===== config.mk =====
export PLATFORM = sky130hd
export DESIGN_NAME = fetch_sequencer_flat
export DESIGN_NICKNAME = d
export VERILOG_FILES = /design/src/rtl/fetch_pkg.sv /design/src/rtl/fetch_sequencer_if.sv /design/src/rtl/pc_counter.sv /design/src/rtl/fetch_sequencer.sv /design/src/flat_wrapper.sv
export SDC_FILE = /design/constraint.sdc
export NUM_CORES = 1
export LEC_CHECK = 0
export ABC_AREA = 1
export BUFFER_PORTS_ARGS = -buffer_cell sky130_fd_sc_hd__buf_4
export CAP_MARGIN = 20
export CORE_ASPECT_RATIO = 0.7
export CORE_MARGIN = 5
export CORE_UTILIZATION = 35
export DETAILED_ROUTE_END_ITERATION = 8
export GPL_ROUTABILITY_DRIVEN = 0
export PLACE_DENSITY = 0.72
export SLEW_MARGIN = 5
export SYNTH_ARGS = -nofsm -noshare
export SYNTH_HDL_FRONTEND = slang
export SYNTH_SLANG_ARGS = --single-unit
export TNS_END_PERCENT = 5

===== constraint.sdc =====
create_clock -name clk -period 2.95 [get_ports clk]
set_input_delay 0.4425 -clock clk [delete_from_list [all_inputs] [get_ports clk]]
set_output_delay 0.4425 -clock clk [all_outputs]
set_load 0.01 [all_outputs]

===== src/rtl/fetch_pkg.sv =====
// Shared types and constants for the fetch sequencer: FSM state encoding,
// halt opcode and the opcode field position within an instruction word.
package fetch_pkg;

  typedef enum logic [1:0] {
    IDLE   = 2'd0,
    RUN    = 2'd1,
    HALTED = 2'd2
  } fetch_state_e;

  localparam logic [3:0]  HALT_OPCODE = 4'b0000;
  localparam int unsigned OPC_MSB     = 15;
  localparam int unsigned OPC_LSB     = 12;
  localparam int unsigned OPC_W       = OPC_MSB - OPC_LSB + 1;

endpackage


===== src/rtl/fetch_sequencer_if.sv =====
// Bus bundle between the fetch sequencer, the program ROM and the decode stage.
// master = sequencer side, slave = ROM/decode/branch-unit side.
interface fetch_sequencer_if #(
  parameter int unsigned ADDR_W  = 3,
  parameter int unsigned INSTR_W = 16
) ();

  logic [ADDR_W-1:0]  rom_address;
  logic [INSTR_W-1:0] rom_instruction;
  logic [INSTR_W-1:0] instr;
  logic [ADDR_W-1:0]  instr_pc;
  logic               instr_valid;
  logic               instr_ready;
  logic               redirect_valid;
  logic [ADDR_W-1:0]  redirect_addr;

  modport master (
    output rom_address,
    input  rom_instruction,
    output instr,
    output instr_pc,
    output instr_valid,
    input  instr_ready,
    input  redirect_valid,
    input  redirect_addr
  );

  modport slave (
    input  rom_address,
    output rom_instruction,
    input  instr,
    input  instr_pc,
    input  instr_valid,
    output instr_ready,
    output redirect_valid,
    output redirect_addr
  );

endinterface


===== src/rtl/pc_counter.sv =====
// Loadable, enable-gated program counter; terminal flags the last ROM address.
// Increment wraps modulo 2**ADDR_W.
module pc_counter #(
  parameter int unsigned ADDR_W = 3
) (
  input  logic              clk,
  input  logic              rst_n,
  input  logic              load,
  input  logic [ADDR_W-1:0] load_addr,
  input  logic              enable,
  output logic [ADDR_W-1:0] count,
  output logic              terminal
);

  logic [ADDR_W-1:0] count_q;

  always_ff @(posedge clk or negedge rst_n) begin
    if (!rst_n) begin
      count_q <= '0;
    end else if (load) begin
      count_q <= load_addr;
    end else if (enable) begin
      count_q <= count_q + ADDR_W'(1);
    end
  end

  assign count    = count_q;
  assign terminal = (count_q == '1);

endmodule


===== src/rtl/fetch_sequencer.sv =====
// PC/fetch controller for a combinational program ROM with a valid/ready decode port.
// Define FETCH_WRAP_EN to wrap fetch past the last address instead of halting there.
module fetch_sequencer
  import fetch_pkg::*;
#(
  parameter int unsigned ADDR_W      = 3,
  parameter int unsigned INSTR_W     = 16,
  parameter logic [3:0]  HALT_OPCODE = fetch_pkg::HALT_OPCODE
) (
  input  logic               clk,
  input  logic               rst_n,
  input  logic               start,
  fetch_sequencer_if.master  bus,
  output logic               halted,
  output logic               busy
);

  fetch_state_e       state_q, state_d;
  logic [INSTR_W-1:0] instr_q, instr_d;
  logic [ADDR_W-1:0]  instr_pc_q, instr_pc_d;
  logic               instr_valid_q, instr_valid_d;
  // Last address has been delivered; stop fetching once it drains.
  logic               done_q, done_d;

  logic               pc_load;
  logic [ADDR_W-1:0]  pc_load_addr;
  logic               pc_inc;
  logic [ADDR_W-1:0]  pc;
  logic               pc_terminal;

  logic               slot_free;
  logic               is_halt;

  pc_counter #(
    .ADDR_W (ADDR_W)
  ) u_pc_counter (
    .clk       (clk),
    .rst_n     (rst_n),
    .load      (pc_load),
    .load_addr (pc_load_addr),
    .enable    (pc_inc),
    .count     (pc),
    .terminal  (pc_terminal)
  );

`ifdef FETCH_WRAP_EN
  logic unused_terminal;
  assign unused_terminal = pc_terminal;
`endif

  assign slot_free = !instr_valid_q || bus.instr_ready;
  assign is_halt   = (bus.rom_instruction[INSTR_W-1 -: OPC_W] == HALT_OPCODE);

  always_ff @(posedge clk or negedge rst_n) begin
    if (!rst_n) begin
      state_q       <= IDLE;
      instr_q       <= '0;
      instr_pc_q    <= '0;
      instr_valid_q <= 1'b0;
      done_q        <= 1'b0;
    end else begin
      state_q       <= state_d;
      instr_q       <= instr_d;
      instr_pc_q    <= instr_pc_d;
      instr_valid_q <= instr_valid_d;
      done_q        <= done_d;
    end
  end

  always_comb begin
    state_d       = state_q;
    instr_d       = instr_q;
    instr_pc_d    = instr_pc_q;
    instr_valid_d = instr_valid_q;
    done_d        = done_q;
    pc_load       = 1'b0;
    pc_load_addr  = '0;
    pc_inc        = 1'b0;

    case (state_q)
      IDLE, HALTED: begin
        if (start) begin
          pc_load       = 1'b1;
          state_d       = RUN;
          instr_valid_d = 1'b0;
          done_d        = 1'b0;
        end
      end
      RUN: begin
        if (bus.redirect_valid) begin
          // Flush wins even if decode is accepting this cycle.
          pc_load       = 1'b1;
          pc_load_addr  = bus.redirect_addr;
          instr_valid_d = 1'b0;
          done_d        = 1'b0;
        end else if (done_q) begin
          if (slot_free) begin
            state_d       = HALTED;
            instr_valid_d = 1'b0;
            done_d        = 1'b0;
          end
        end else if (slot_free) begin
          if (is_halt) begin
            state_d       = HALTED;
            instr_valid_d = 1'b0;
          end else begin
            instr_d       = bus.rom_instruction;
            instr_pc_d    = pc;
            instr_valid_d = 1'b1;
            pc_inc        = 1'b1;
`ifndef FETCH_WRAP_EN
            done_d        = pc_terminal;
`endif
          end
        end
      end
      default: begin
        state_d       = IDLE;
        instr_valid_d = 1'b0;
      end
    endcase
  end

  assign bus.rom_address = pc;
  assign bus.instr       = instr_q;
  assign bus.instr_pc    = instr_pc_q;
  assign bus.instr_valid = instr_valid_q;
  assign halted          = (state_q == HALTED);
  assign busy            = (state_q == RUN);

endmodule


===== src/flat_wrapper.sv =====
// flat-port wrapper written by rule: the top's interface ports become plain ports
module fetch_sequencer_flat import fetch_pkg::*;
#(
  parameter int unsigned ADDR_W      = 3,
  parameter int unsigned INSTR_W     = 16,
  parameter logic [3:0]  HALT_OPCODE = fetch_pkg::HALT_OPCODE
)
  (clk, rst_n, start, halted, busy, bus_rom_address, bus_rom_instruction, bus_instr, bus_instr_pc, bus_instr_valid, bus_instr_ready, bus_redirect_valid, bus_redirect_addr);
  fetch_sequencer_if #(.ADDR_W(ADDR_W), .INSTR_W(INSTR_W)) bus_i ();
  input  logic clk;
  input  logic rst_n;
  input  logic start;
  output logic halted;
  output logic busy;
  output wire logic [$bits(bus_i.rom_address)-1:0] bus_rom_address;
  input wire logic [$bits(bus_i.rom_instruction)-1:0] bus_rom_instruction;
  output wire logic [$bits(bus_i.instr)-1:0] bus_instr;
  output wire logic [$bits(bus_i.instr_pc)-1:0] bus_instr_pc;
  output wire logic [$bits(bus_i.instr_valid)-1:0] bus_instr_valid;
  input wire logic [$bits(bus_i.instr_ready)-1:0] bus_instr_ready;
  input wire logic [$bits(bus_i.redirect_valid)-1:0] bus_redirect_valid;
  input wire logic [$bits(bus_i.redirect_addr)-1:0] bus_redirect_addr;
  assign bus_rom_address = bus_i.rom_address;
  assign bus_i.rom_instruction = bus_rom_instruction;
  assign bus_instr = bus_i.instr;
  assign bus_instr_pc = bus_i.instr_pc;
  assign bus_instr_valid = bus_i.instr_valid;
  assign bus_i.instr_ready = bus_instr_ready;
  assign bus_i.redirect_valid = bus_redirect_valid;
  assign bus_i.redirect_addr = bus_redirect_addr;
  fetch_sequencer #(.ADDR_W(ADDR_W), .INSTR_W(INSTR_W), .HALT_OPCODE(HALT_OPCODE)) u_core (.clk(clk), .rst_n(rst_n), .start(start), .bus(bus_i), .halted(halted), .busy(busy));
endmodule

# == After elaboration in Yosys (flattened, before gate mapping) ==
# Cells that the tools add are included.
# Widths: inputs -> output; s select.
# word_totals
ff_bits,26
input_bits,24
word_cells,60
# op_classes
add_sub_neg,1
n_eq_ne,8
mux,31
n_bitwise,3
reduce_logical,11
# ops
operator,count
$mux 1,17
$mux 2,6
$mux 3,4
$ne 3x1->1 const B,2
$pmux 1 s2,3
$reduce_and 5->1,1
$logic_not 4->1,1
$ne 2x2->1 const B,2
$pmux 2 s2,1
$reduce_and 2->1,2
$reduce_and 4->1,1
$reduce_bool 2->1,2
$add 3x1->3 const B,1
$eq 3x3->1 const B,1
$not 1->1,3
$eq 2x1->1 const B,1
$eq 2x2->1 const B,1
$logic_not 2->1,1
$ne 2x1->1 const B,1
$reduce_or 2->1,1
$logic_not 1->1,1
$logic_or 1x1->1,1

# == Depth between registers and ports, before layout ==
# logic_depth
word_depth,8
depth_mapped,8
ltp_nobuf,8

# == Hierarchy ==
# A second synthesis with hierarchy kept.
# hier_totals
cells_unflattened,153
hier_area_um2,1285.0
# by_module_without_submodules
mod,n_inst,cells_per_inst,area_each_um2
fetch_sequencer,1,134,1119.8
pc_counter,1,19,165.2

# == Least setup slack after synthesis ==
# Ideal clock, no wire load.
# synth_path
path_type,in2reg
startpoint,in bus_redirect_valid
endpoint,reg u_core.instr_pc_q[1] (netlist: u_core.bus.instr_pc[1])
setup_time_ns,0.117
arrival_time_ns,1.139
slack_ns,1.695
cell_stages,6
cell_sequence,nand3b_2 > nor2_4 > nand2_4 > buf_6 > nand2_1 > nand2_1
# synth_between
elab_chain_len,2
# synth_rtl
element,line,rtl
from (decl),flat_wrapper.sv:21,input wire logic [$bits(bus_i.redirect_valid)-1:0] bus_redirect_valid;
$not 1->1 (no source line),-,
$reduce_and 5->1 (no source line),-,
to (signal assigned),fetch_sequencer.sv:64,instr_pc_q <= instr_pc_d;
to (decl),fetch_sequencer.sv:20,"logic [ADDR_W-1:0] instr_pc_q, instr_pc_d;"
# Every way passes these cells.
# A chain may end at the register's enable or synchronous reset.

# == Worst setup path after layout ==
# layout_path
startpoint,reg u_core.done_q
endpoint,reg u_core.u_pc_counter.count_q[0] (netlist: u_core.u_pc_counter.count[0])
# layout_between
elab_chain_len,4
# layout_rtl
element,line,rtl
from (decl),fetch_sequencer.sv:23,"logic done_q, done_d;"
from (signal assigned),fetch_sequencer.sv:66,done_q <= done_d;
$mux 1,fetch_sequencer.sv:96,end else if (done_q) begin
$mux 1,fetch_sequencer.sv:90,if (bus.redirect_valid) begin
$mux 1,fetch_sequencer.sv:80,case (state_q)
$reduce_bool 2->1 (no source line),-,
to (signal assigned),pc_counter.sv:21,count_q <= load_addr;
to (signal assigned),pc_counter.sv:23,count_q <= count_q + ADDR_W'(1);
to (decl),pc_counter.sv:15,logic [ADDR_W-1:0] count_q;
# Every way passes these cells.

==> metrics.txt <==
# DRC 0; clk_lat worst skew 0.27 ns; cell family with most CP delay compound AO/OA/AOI/OAI gates; register area share after synthesis 0.539; first-pass iteration count of the detailed router 4; Min Hold Slack between 0.05 and 0.06 ns; period utilization 0.630; Leakage around 0.93 nW; Netlist cell types 16; GR Overflow Total 0; post-DP HPWL about 2100 microns; warnings from Yosys 0; slew margin rel. 0.367; Worst Hold Class in2async; Synth Area per Inst between 8 and 9 sq um; WP data arrival roughly 2.1 ns; Fin Setup TNS 0 ns; worst clock skew 0.00600 ns; DR iter-0 viols 61; Tot GR Track Use 0.122; slowest CP cell a21oi_2; post-synthesis register bit count 26; fin area 1650 sq um; crit start category flop; largest net degree at the start of global routing 27; CTS tree yes; Fmax roughly 540 MHz; H-tree depth 1; Die Width ~80 microns; final-report max-slew violation count 0; Cell Chain, Critical Path a21oi_2 > nand2_4 > nand2_1 > nand2_1 > nand2_1; Critical Path End Type flop; simple-gate share of the synthesized area 0.345; DR vias/cell around 4.5; Synth Area in Compound Gates 0.0311; largest family of logic cells by synthesized area simple AND/OR/NAND/NOR gates; Vias 1062; post-layout min period between 1.5 and 2 ns; CP max stage delay 0.71 ns; proportion of synthesized area in mux cells 0; core box area ~3200 sq um; cts bufs inserted 3; Clock transition at path regs around 0.09 ns; io pins 49; routed wire length around 2800 microns; Die Area about 4700 sq um; DR WL/cell ~12 microns; CP max FO 24; Final #Nets approximately 220; mapped cell area about 1200 sq um; antenna cell count 0; Resized Gates After CTS 0; CP bufs+invs 0; I/O Buffers 48; worst endpoint required time 3.17 ns; max cap viols 0; Post-Synth XOR/XNOR Area 0; first-pass GRT wire length roughly 4600 microns; final setup vio count 0; Mapped Nets about 170; sequential cell area about 650 sq um; Power per Cell Area 892 nW/um^2; Detail Route Antenna Nets 0; Rows 17; post-cts hold buffer count 0; antenna violations before repair 0; Final Hold Fails 0; Worst-Margin Slew 0.950 ns; Area growth syn-to-layout 37.0%; multi-input logic area approximately 480 sq um; WS Path Type reg2reg; CTS Root Cell clkbuf_8; outcome finished clean; vias in the first global route 986; Die Ht around 60 microns; fillers 337; post-synthesis adder-cell area fraction 0.0207; most frequent cells in the layout 64 x nand2_1, 48 x buf_4, 26 x dfrtp_1; share of cells above drive strength 1 0.309; RSZ-0062 raised after global routing no; commonest non-fill, non-tap cell in the layout nand2_1; Post-Syn Instances between 100 and 150; maximum vdd ir drop 0.302 mV; Post-CTS Setup Inserts 0; CP dominant cell by count nand2_1; clk sinks 26; clk buf depth 2; starting density of the core 0.373; placed cell areas 1580 sq um
## cell usage after synthesis, drive strengths merged
cell type / instances / area [sq um]
nor2: 7 / 33.8
o211ai: 1 / 12.5
o21ai: 3 / 15.0
buf: 6 / 47.5
nand2: 65 / 251
a21oi: 2 / 10.0
ha: 2 / 25.0
nand3b: 1 / 11.3
dfrtp: 26 / 651
inv: 8 / 30.0
nand3: 24 / 120
## per-stage QoR
step | worst slack (ns) | instances | utilization | total power [W]
CTS | 1.06 | 238 | 0.512 | 0.00150
detailed placement | 0.841 | 234 | 0.490 | 0.00120
finish | 1.09 | 238 | 0.512 | 0.00148
global placement | 0.960 | 234 | 0.490 | 0.00119
floorplan | 1.69 | 145 | - | 0.000905
global route | 0.904 | 238 | 0.512 | 0.00159
## sequential cells by signal, summed over array words and instances, names as in the netlist
register / cells
u_core.u_pc_counter.count: 3
u_core.bus.instr_valid: 1
u_core.bus.instr_pc: 3
u_core.state_q: 2
u_core.done_q: 1
u_core.bus.instr: 16
## power breakdown
| group | leakage, nW | internal (W) | switching, W |
|---|---|---|---|
| registers | 0.321 | 0.000494 | 0.000101 |
| logic | 0.570 | 0.000280 | 0.000307 |
| clock network | 0.0357 | 0.000182 | 0.000111 |
| total | 0.927 | 0.000956 | 0.000520 |
## cell type report
class / instances / area share
flip-flops and latches: 26 / 0.393
multi-input cells: 105 / 0.292
repair buffers: 48 / 0.218
well taps: 47 / 0.0356
clock buffers: 3 / 0.0250
clock inverters: 1 / 0.0182
inverters: 8 / 0.0182
## cell families (layout without fill, tap and decap cells)
| logic type | after synthesis | after routing |
|---|---|---|
| flops | 26 | 26 |
| fa+ha+maj | 2 | 2 |
| buf+inv | 14 | 60 |
| simple gates | 97 | 97 |
| compound gates | 6 | 6 |
## final timing paths
| check | from | end | slack [ns] | depth (start not counted) |
|---|---|---|---|---|
| min in group clk | bus_rom_instruction[3] | u_core.bus.instr[3] | 0.40 | 3 |
| setup reg to reg | u_core.done_q | u_core.u_pc_counter.count[0] | 1.09 | 5 |
| max in group asynchronous | rst_n | u_core.bus.instr[14] | 2.64 | 1 |
| setup / recovery | u_core.done_q | u_core.u_pc_counter.count[0] | 1.09 | 5 |
| hold / removal | rst_n | u_core.bus.instr[1] | 0.06 | 1 |
| hold reg to reg | u_core.bus.instr[4] | u_core.bus.instr[4] | 0.48 | 2 |
## layer usage
metal / vias up / global-route usage / share of wire
li1: 554 / - / -
met5: - / 0 / 0
met1: 467 / 0.172 / 0.49
met2: 39 / 0.178 / 0.41
met4: 0 / 0.0217 / 0.0028
met3: 2 / 0.0456 / 0.094
(Power assumes the default switching activity.)
